<file path="config.mk">
export PLATFORM = sky130hd
export DESIGN_NAME = alu_op_sequencer
export DESIGN_NICKNAME = d
export VERILOG_FILES = /design/src/rtl/alu_op_sequencer.sv
export SDC_FILE = /design/constraint.sdc
export NUM_CORES = 1
export LEC_CHECK = 0
export ABC_AREA = 1
export CAP_MARGIN = 20
export CORE_ASPECT_RATIO = 0.7
export CORE_MARGIN = 2
export CORE_UTILIZATION = 40
export CTS_BUF_LIST = sky130_fd_sc_hd__clkbuf_2 sky130_fd_sc_hd__clkbuf_4 sky130_fd_sc_hd__clkbuf_8
export CTS_CLUSTER_SIZE = 28
export DETAILED_ROUTE_END_ITERATION = 10
export PLACE_DENSITY = 0.78
export SKIP_CTS_REPAIR_TIMING = 1
export SLEW_MARGIN = 20
export SYNTH_ARGS = -nofsm -noshare
export SYNTH_HDL_FRONTEND = slang
export SYNTH_SLANG_ARGS = --single-unit
</file>
<file path="constraint.sdc">
create_clock -name clk -period 1.1 [get_ports clk]
set_input_delay 0.22 -clock clk [delete_from_list [all_inputs] [get_ports clk]]
set_output_delay 0.22 -clock clk [all_outputs]
set_load 0.005 [all_outputs]
</file>
<file path="src/rtl/alu_op_sequencer.sv">
// Command sequencer feeding the 4-bit adder stage: it latches one operation, lets the adder settle
// for a cycle, then captures sum/cout into the accumulator and pulses res_valid.
module alu_op_sequencer #(
  parameter int unsigned OPS_W = 8
) (
  input  logic             clk,
  input  logic             rst,
  input  logic             cmd_valid,
  output logic             cmd_ready,
  input  logic             cmd_load,
  input  logic [1:0]       cmd_op,
  input  logic [3:0]       cmd_operand,
  output logic             c1,
  output logic             c2,
  output logic [3:0]       ia,
  output logic [3:0]       ib,
  input  logic [3:0]       sum,
  input  logic             cout,
  output logic [3:0]       acc,
  output logic             carry,
  output logic             zero,
  output logic             res_valid,
  output logic [OPS_W-1:0] ops_done
);

  typedef enum logic [1:0] {StIdle, StDrive, StDone} state_e;

  state_e state_q;

  always_ff @(posedge clk) begin
    if (rst) begin
      state_q   <= StIdle;
      acc       <= 4'd0;
      carry     <= 1'b0;
      ia        <= 4'd0;
      c1        <= 1'b0;
      c2        <= 1'b0;
      res_valid <= 1'b0;
      ops_done  <= '0;
    end else begin
      res_valid <= 1'b0;
      unique case (state_q)
        StIdle: begin
          if (cmd_valid) begin
            if (cmd_load) begin
              acc       <= cmd_operand;
              carry     <= 1'b0;
              res_valid <= 1'b1;
              state_q   <= StDone;
            end else begin
              {c1, c2} <= cmd_op;
              ia       <= cmd_operand;
              state_q  <= StDrive;
            end
          end
        end
        StDrive: begin
          // Adder has had a full cycle to settle on the registered operands.
          acc       <= sum;
          carry     <= cout;
          res_valid <= 1'b1;
          if (ops_done != {OPS_W{1'b1}}) begin
            ops_done <= ops_done + 1'b1;
          end
          state_q <= StDone;
        end
        StDone: begin
          state_q <= StIdle;
        end
        default: begin
          state_q <= StIdle;
        end
      endcase
    end
  end

  assign cmd_ready = (state_q == StIdle);
  assign ib        = acc;
  assign zero      = (acc == 4'd0);

endmodule
</file>
==> metrics, run 1 <==
status finished with violations; failing checks negative setup slack; Total Nets Final 223; kind of critical path flip-flop to output pin; unrepaired setup endpoints after global routing true; DP Area 1562 um^2; Mapped Cells between 100 and 150; top cells by area, synth dfxtp_1, nand2_1, nor2_1; DR DRC count 0; Avg Vias per Cell 4.896; largest net degree at the start of global routing 18; Clock Latency Late Sink 260 ps; htree depth 1; VDD IR max 0.001143 V; post-route setup slack -143.0 ps; Die W 64.79 um; CP Capture Type output pin; vias in the first global route ~940; antenna viol nets, final 0; total gr overflow 0; DP Worst Slack -305.5 ps; Synth Register Bits 22; Port Buf Inserts 40; YS warnings 0; synthesized area per cell approximately 7 um^2; Tmin final ~1200 ps; Initial Utilization 0.4209; achievable frequency ~800 MHz; register area share after synthesis 0.4256; Non-Filler Instances 240; final setup violation count 12; I/O Pins 41; initial antenna violation count 0; share of layout cells above drive strength 1 0.4175; Area Growth Syn to Fin 79.32%; most frequent cell after synthesis nand2_1; worst path cell trace nor4_1, dlymetal6s2s_1; CP Data Required Time 880 ps; drt initial violations 63; HP Start ia[0]$_SDFFE_PP0P_; WHS Path Cells 2; die height 46.56 um; Max Slew Vio Count 0; Max stage delay on crit path between 300 and 400 ps; crit path max fanout 2; Fin. Hold Viols 0; Num Clock Sinks 22; Avg WL per Cell 13.22 um; Slew headroom 0.8025; Synth Cell Area 1035 um^2; EDFF count, synth 0; diode count 0; Unique masters post-synth 20; Total GRT Usage 0.1768; Tcrit/Tclk final 1.130; die area between 3000 and 4000 um^2; ys async rst share 0; top_reg_cell synth dfxtp_1; final hold slack 441.8 ps; FF-to-FF Start state_q[0]$_SDFFE_PP0P_; CTS buffer count 3; Final Skew slightly below 10 ps; Leak 0.001065 uW; Yosys top cell area share 0.4256; Post-Place Cells about 230; worst hold-check path type flip-flop to flip-flop; Yosys top cell by area dfxtp_1; dpl hpwl approximately 1900 um; syn_nets 160; worst-case reg-to-reg path depth 7; CTS root buf clkbuf_8; Reg clk slew, reported paths about 80 ps; final wirelength 3173 um; Vias 1175; FF-to-FF setup slack -60 ps; Worst Setup Start Kind flip-flop; maximum clock path buffer count 2; Rows 15; Post-synth top cells nand2_1, nor2_1, dfxtp_1, inv_1, a21oi_1; first-pass GRT wire length 3974 um; CTS tree done; worst hold endpoint ia[0]$_SDFFE_PP0P_; Pwr Density between 1000 and 1500 nW/um^2; Worst-Margin Slew 295.8 ps; max cap viols 0; Arrival @ worst endpoint just over 1000 ps; core area approximately 2500 um^2; fin area 1856 um^2; TritonRoute pass-1 iters 6; RR Endpoint acc[3]$_SDFFE_PP0P_; crit path max-delay cell type dfxtp_2; Final GP Congestion 0.7671
[where the power goes]
group          leakage [uW]  total (uW)  switching, uW  internal [uW]
Combinational      0.000840         387            181            205
Sequential         0.000189         863           24.0            839
Clock             0.0000357         746            260            486
Total               0.00106        2000            465           1530
[worst max-delay path by stage]
stage | from | endpoint | slack, ps | cells after the start
2_1_floorplan | ops_done[0]$_SDFFE_PP0P_ | ops_done[0]$_SDFFE_PP0P_ | 5 | 6
3_3_place_gp | acc[3]$_SDFFE_PP0P_ | zero | -250 | 2
3_5_place_dp | rst | c2$_SDFFE_PP0P_ | -310 | 4
4_1_cts | acc[3]$_SDFFE_PP0P_ | zero | -530 | 2
5_1_grt | acc[3]$_SDFFE_PP0P_ | zero | -200 | 2
6_report | acc[3]$_SDFFE_PP0P_ | zero | -140 | 2
[metal layers]
layer / up-vias / wire, um / part of all wire / global-route usage
met4: 0 / 60 / 0.019 / 0.05957
li1: 573 / - / - / -
met3: 8 / 279 / 0.088 / 0.04890
met5: - / 0 / 0 / 0
met1: 532 / 1341 / 0.42 / 0.2101
met2: 62 / 1492 / 0.47 / 0.3155
[worst max-delay path: cells and delay by family (launching register included)]
family                 cells  cell delay (ps)
AND/OR/NAND/NOR            1              260
buffers and inverters      1              170
flip-flops                 1              330
[placed cells by master (no fill, tap or decap), drive strengths merged]
cell and count:
nand2 38, nor2 29, dfxtp 22, buf 20
dlymetal6s2s 19, inv 16, clkdlybuf4s50 13, a21oi 12
clkbuf 11, o21ai 10, nand3 9, clkinvlp 4
nor4 1, ha 1, bufinv 1
[logic make-up (layout without fill, tap and decap cells)]
| kind of cell | after synthesis | in the layout | share of synthesized area |
|---|---|---|---|
| buffers and inverters | 24 | 84 | 0.1125 |
| adders and majority gates | 1 | 1 | 0.01209 |
| and+or+nand+nor | 75 | 77 | 0.3398 |
| DFF | 22 | 22 | 0.4256 |
| AOI/OAI and AO/OA | 22 | 22 | 0.1100 |
[metrics by stage]
| step | total power, uW | setup TNS, ps | utilization |
|---|---|---|---|
| floorplan | 1018 | 0 | - |
| CTS | 1969 | -7914 | 0.6641 |
| global route | 2071 | -1445 | 0.7547 |
| finish | 1995 | -458.4 | 0.7547 |
| detailed placement | 1236 | -4754 | 0.6351 |
| global placement | 1225 | -4067 | 0.6351 |
[state kept, by name, indices dropped and copies added (netlist names)]
name       flops
c1             1
ia             4
acc            4
state_q        2
c2             1
res_valid      1
ops_done       8
carry          1
[cell type report]
| class | count | area (um^2) |
|---|---|---|
| Tap cell | 34 | 42.54 |
| Clock buffer | 3 | 41.29 |
| Clock inverter | 1 | 30.03 |
| Inverter | 18 | 82.58 |
| Timing Repair Buffer | 60 | 573.1 |
| Sequential cell | 22 | 469.2 |
| Timing Repair inverter | 2 | 10.01 |
| Fill cell | 158 | 603.1 |
| Multi-Input combinational cell | 100 | 606.8 |
Power figures use the tool's default switching activity.
==> inputs of run 2 (changes only) <==
--- a/config.mk
+++ b/config.mk
@@ -7,13 +7,13 @@
 export LEC_CHECK = 0
 export ABC_AREA = 1
 export CAP_MARGIN = 20
-export CORE_ASPECT_RATIO = 0.7
 export CORE_MARGIN = 2
-export CORE_UTILIZATION = 40
+export CORE_UTILIZATION = 60
 export CTS_BUF_LIST = sky130_fd_sc_hd__clkbuf_2 sky130_fd_sc_hd__clkbuf_4 sky130_fd_sc_hd__clkbuf_8
 export CTS_CLUSTER_SIZE = 28
 export DETAILED_ROUTE_END_ITERATION = 10
-export PLACE_DENSITY = 0.78
+export DONT_BUFFER_PORTS = 1
+export PLACE_DENSITY = 0.76
 export SKIP_CTS_REPAIR_TIMING = 1
 export SLEW_MARGIN = 20
 export SYNTH_ARGS = -nofsm -noshare
==> constraint.sdc (replaced) <==
create_clock -name clk -period 1.4 [get_ports clk]
set_input_delay 0.28 -clock clk [delete_from_list [all_inputs] [get_ports clk]]
set_output_delay 0.28 -clock clk [all_outputs]
set_load 0.005 [all_outputs]
==> metrics, run 2 (synthesis gave the netlist of run 1 again) <==
crit path max fanout 4 (+2); worst hold endpoint carry$_SDFFE_PP0P_; final hold slack 28.80 ps (-413.0 ps); Slew headroom 0.7160 (-0.08653); Worst-Margin Slew 425.6 ps (+129.8 ps); Pwr Density 1011 nW/um^2 (-6.0%); vias in the first global route 827 (-12%); worst-case reg-to-reg path depth 7 (unchanged); final wirelength 1863 um (-41%); Total GRT Usage 0.2085 (+0.03172); CTS buffer count 3 (unchanged); FF-to-FF Start ops_done[1]$_SDFFE_PP0P_; CTS root buf clkbuf_4; Rows 15 (unchanged); first-pass GRT wire length 3132 um (-21%); Final Skew 2.458 ps (-7.379 ps); CTS tree done; dpl hpwl 1443 um (-25%); Initial Utilization 0.6195 (+0.1986); VDD IR max 0.0008334 V (-27%); Arrival @ worst endpoint 1010 ps (about the same); Leak 0.0004484 uW (-58%); Port Buf Inserts 0 (-100%); drt initial violations 15 (-76%); maximum clock path buffer count 2 (unchanged); diode count 0 (unchanged); TritonRoute pass-1 iters 4 (-2); Avg WL per Cell 11.72 um (-11%); Area Growth Syn to Fin 1.451%; RR Endpoint ops_done[1]$_SDFFE_PP0P_; DP Worst Slack 123.8 ps (+429.3 ps); Final GP Congestion 0.8115 (+5.8%); Fin. Hold Viols 0 (unchanged); critical path buffer and inverter count 0 (-1); fin area 1050 um^2 (-43%); Largest Register ops_done; worst path cell trace nor4_2; share of layout cells above drive strength 1 0.1408 (-0.2766); DP Area 1017 um^2 (-35%); Tcrit/Tclk final 0.9235; kind of critical path flip-flop to output pin; most frequent cells in the layout nand2_1, nor2_1, dfxtp_1, inv_1, a21oi_1; die area 2073 um^2 (-31%); die height 45.53 um (-2.2%); status finished, final reports clean; Num Clock Sinks 22 (unchanged); WHS Path Cells 1 (-1); I/O Pins 41 (unchanged); Die W 45.53 um (-30%); final setup violation count 0 (-12); Vias 834 (-29%); Avg Vias per Cell 5.245 (+7.1%); antenna viol nets, final 0 (unchanged); post-route setup slack 107.1 ps (+250.0 ps); total gr overflow 0 (unchanged); initial antenna violation count 0 (unchanged); CP Data Required Time 1120 ps (+240 ps); CP Capture Type output pin; max reg flops 8 (unchanged); DR DRC count 0 (unchanged); worst hold-check path type primary input to flip-flop; top cell family by delay on the critical path flip-flops; Post-Place Cells 156 (-32%); core area 1670 um^2 (-32%); Tmin final roughly 1300 ps; Worst Setup Start Kind flip-flop; unrepaired setup endpoints after global routing false; crit path max-delay cell type dfxtp_1; HP Start rst; largest net degree at the start of global routing 18 (unchanged); Non-Filler Instances 159 (-34%); FF-to-FF setup slack 150 ps (+210 ps); Clock Latency Late Sink 300 ps (+40 ps); commonest non-fill, non-tap cell in the layout nand2_1; Setup Total Neg Slack 0 ps (+458.4 ps); max cap viols 0 (unchanged); Reg clk slew, reported paths 100 ps (+20 ps); htree depth 1 (unchanged); Max stage delay on crit path 380 ps (+50 ps); achievable frequency between 700 and 800 MHz; top flop regs ops_done: 8 flops, acc: 4 flops, ia: 4 flops; Max Slew Vio Count 0 (unchanged); Total Nets Final 160 (-28%)
[run 2: worst max-delay path by stage]
stage | slack, ps | endpoint | startpoint | cells past startpoint
6_report | 110 | zero | acc[3]$_SDFFE_PP0P_ | 1
3_3_place_gp | 180 | ops_done[0]$_SDFFE_PP0P_ | ops_done[1]$_SDFFE_PP0P_ | 6
4_1_cts | 50 | zero | acc[3]$_SDFFE_PP0P_ | 1
3_5_place_dp | 120 | ops_done[0]$_SDFFE_PP0P_ | ops_done[1]$_SDFFE_PP0P_ | 6
2_1_floorplan | 210 | ops_done[0]$_SDFFE_PP0P_ | ops_done[0]$_SDFFE_PP0P_ | 6
5_1_grt | 20 | ops_done[1]$_SDFFE_PP0P_ | ops_done[1]$_SDFFE_PP0P_ | 7
[run 2: final cells by class]
| cell class | instances | area (um^2) |
|---|---|---|
| flip-flops and latches | 22 | 441.7 |
| well taps | 17 | 21.27 |
| fillers | 157 | 620.6 |
| multi-input cells | 98 | 486.7 |
| clock buffers | 3 | 22.52 |
| repair buffers | 1 | 7.507 |
| inverters | 18 | 70.07 |
[run 2: layer usage]
metal | vias up | track usage | share of wire
li1 | 442 | - | -
met5 | - | 0 | 0
met2 | 20 | 0.3803 | 0.51
met1 | 368 | 0.2263 | 0.41
met3 | 4 | 0.03571 | 0.065
met4 | 0 | 0.1059 | 0.013
[run 2: metrics by stage]
step                      utilization  total power, uW
after floorplan                     -            798.8
after detailed placement       0.6090            804.8
after global placement         0.6090            800.5
final                          0.6285             1061
after global routing           0.6285             1110
after CTS                      0.6225             1066
[run 2: report_power, final]
part | internal (uW) | switching [uW]
logic | 38.4 | 65.5
clock network | 100 | 167
registers | 657 | 32.2
total | 796 | 265
==> inputs of run 3 (changes only) <==
--- a/config.mk
+++ b/config.mk
@@ -7,13 +7,16 @@
 export LEC_CHECK = 0
 export ABC_AREA = 1
 export CAP_MARGIN = 20
+export CELL_PAD_IN_SITES_DETAIL_PLACEMENT = 0
+export CELL_PAD_IN_SITES_GLOBAL_PLACEMENT = 1
+export CORE_ASPECT_RATIO = 0.7
 export CORE_MARGIN = 2
-export CORE_UTILIZATION = 60
+export CORE_UTILIZATION = 44
 export CTS_BUF_LIST = sky130_fd_sc_hd__clkbuf_2 sky130_fd_sc_hd__clkbuf_4 sky130_fd_sc_hd__clkbuf_8
 export CTS_CLUSTER_SIZE = 28
 export DETAILED_ROUTE_END_ITERATION = 10
 export DONT_BUFFER_PORTS = 1
-export PLACE_DENSITY = 0.76
+export PLACE_DENSITY_LB_ADDON = 0.1
 export SKIP_CTS_REPAIR_TIMING = 1
 export SLEW_MARGIN = 20
 export SYNTH_ARGS = -nofsm -noshare
==> metrics, run 3 (synthesis gave the netlist of run 1 again) <==
grt met2 use 0.2563 (-0.1240); unrepaired setup endpoints after global routing false; die height 44.58 um (-2.1%); worst hold-check path type primary input to flip-flop; Setup Total Neg Slack 0 ps (unchanged); Port Buf Inserts 0 (unchanged); Num Clock Sinks 22 (unchanged); core area 2190 um^2 (+31%); vias in the first global route 801 (-3.1%); max cap viols 0 (unchanged); Avg WL per Cell 11.75 um (+0.27%); crit path max fanout 8 (+4); maximum clock path buffer count 2 (unchanged); Total GRT Usage 0.1788 (-0.02970); first-pass GRT wire length 3574 um (+14%); achievable frequency 789.1 MHz (+2.0%); VDD IR max 0.0006726 V (-19%); Die W 61.96 um (+36%); Pwr Density 996.1 nW/um^2 (-1.5%); worst path cell trace ha_1, nand2_1, nor2_2, nand2_2, a21oi_1, nor2_1; diode count 0 (unchanged); share of layout cells above drive strength 1 0.1399 (-0.0009849); Vias 837 (+0.36%); Worst Setup Start Kind flip-flop; top flop regs ops_done: 8 flops, acc: 4 flops, ia: 4 flops; Tmin final 1267 ps (-25.71 ps); max reg flops 8 (unchanged); Avg Vias per Cell 4.783 (-8.8%); commonest non-fill, non-tap cell in the layout nand2_1; final core utilization 0.4909 (-0.1376); TritonRoute pass-1 iters 4 (unchanged); Final GP Congestion 0.7155 (-12%); crit path max-delay cell type dfxtp_1; CP Data Required Time 1610 ps (+490 ps); Area Growth Syn to Fin 3.869%; Rows 14 (-1); I/O Pins 41 (unchanged); CTS root buf clkbuf_4; largest net degree at the start of global routing 18 (unchanged); final wirelength 2056 um (+10%); total gr overflow 0 (unchanged); Slew headroom 0.6990 (-0.01699); most used routing layer met2; initial antenna violation count 0 (unchanged); DR DRC count 0 (unchanged); Leak 0.0004534 uW (+1.1%); Worst-Margin Slew 451.0 ps (+25.45 ps); most frequent cells in the layout nand2_1, nor2_1, dfxtp_1, inv_1, a21oi_1; Final Skew 7.596 ps (+5.139 ps); Max stage delay on crit path 360 ps (-20 ps); antenna viol nets, final 0 (unchanged); Fin. Hold Viols 0 (unchanged); CTS buffer count 3 (unchanged); Total Nets Final 161 (+0.63%); Max Slew Vio Count 0 (unchanged); drt initial violations 41 (+26); CTS tree done; CP Capture Type flip-flop; htree depth 1 (unchanged); Reg clk slew, reported paths 110 ps (about the same); met1 Resource Use GR 0.2450 (+0.01877); Initial Utilization 0.4726 (-0.1469); kind of critical path flip-flop to flip-flop; Fill cells 251 (+60%); Clock Latency Late Sink 300 ps (about the same); dpl hpwl 1569 um (+8.7%); Arrival @ worst endpoint 1470 ps (+460 ps); Largest Register ops_done; final setup violation count 0 (unchanged); die area 2762 um^2 (+33%); status finished, final reports clean; Tcrit/Tclk final 0.9052 (-0.01836); grt met3 use 0.08187 (+0.04616)
==> run 3: cell types whose count changed in the layout (fill, tap and decap cells not counted) <==
cell | previous run | this run
dfxtp_2 | 1 | 0
buf_4 | 1 | 2
dfxtp_1 | 21 | 22
==> run 3: layout make-up <==
cell class	count	area, um^2	share of cell area
clock buffer	3	22.52	0.02095
inverter	18	70.07	0.06519
multi-input combinational	98	486.7	0.4529
sequential	22	440.4	0.4098
tap	32	40.04	0.03725
timing repair buffer	2	15.01	0.01397
==> run 3: report_power, final <==
part	switching, uW	internal, uW
registers	31.8	657
clock network	174	100
logic	67.6	40.1
total	273	797
==> run 3: final timing paths <==
check,startpoint,end,slack (ps),cells after the start
max,ops_done[1]$_SDFFE_PP0P_,ops_done[1]$_SDFFE_PP0P_,130,6
min,rst,carry$_SDFFE_PP0P_,30,1
max reg2reg,ops_done[1]$_SDFFE_PP0P_,ops_done[1]$_SDFFE_PP0P_,130,6
min reg2reg,c2$_SDFFE_PP0P_,c2$_SDFFE_PP0P_,470,2
==> run 3: metal layers <==
layer,routed length (um),vias to the layer above
li1,-,444
met1,1056,368
met2,850,23
met3,136,2
met4,12,0
met5,0,-
==> run 3: per-stage QoR <==
stage	hold WS (ps)	total power, uW	setup WS [ps]	std cells	instance area (um^2)
floorplan	342.4	798.8	212.2	144	1035
CTS	14.00	1090	73.16	175	1066
finish	28.57	1071	132.8	175	1075
global route	1.115	1137	10.27	175	1075
detailed placement	346.2	809.0	149.9	172	1044
global placement	344.2	806.5	253.0	172	1044
==> run 3: worst max-delay path: cells and delay by family (launching register included) <==
family          cells  cell delay [ps]
simple gates        4              470
flops               1              360
compound gates      1              170
fa+ha+maj           1              180
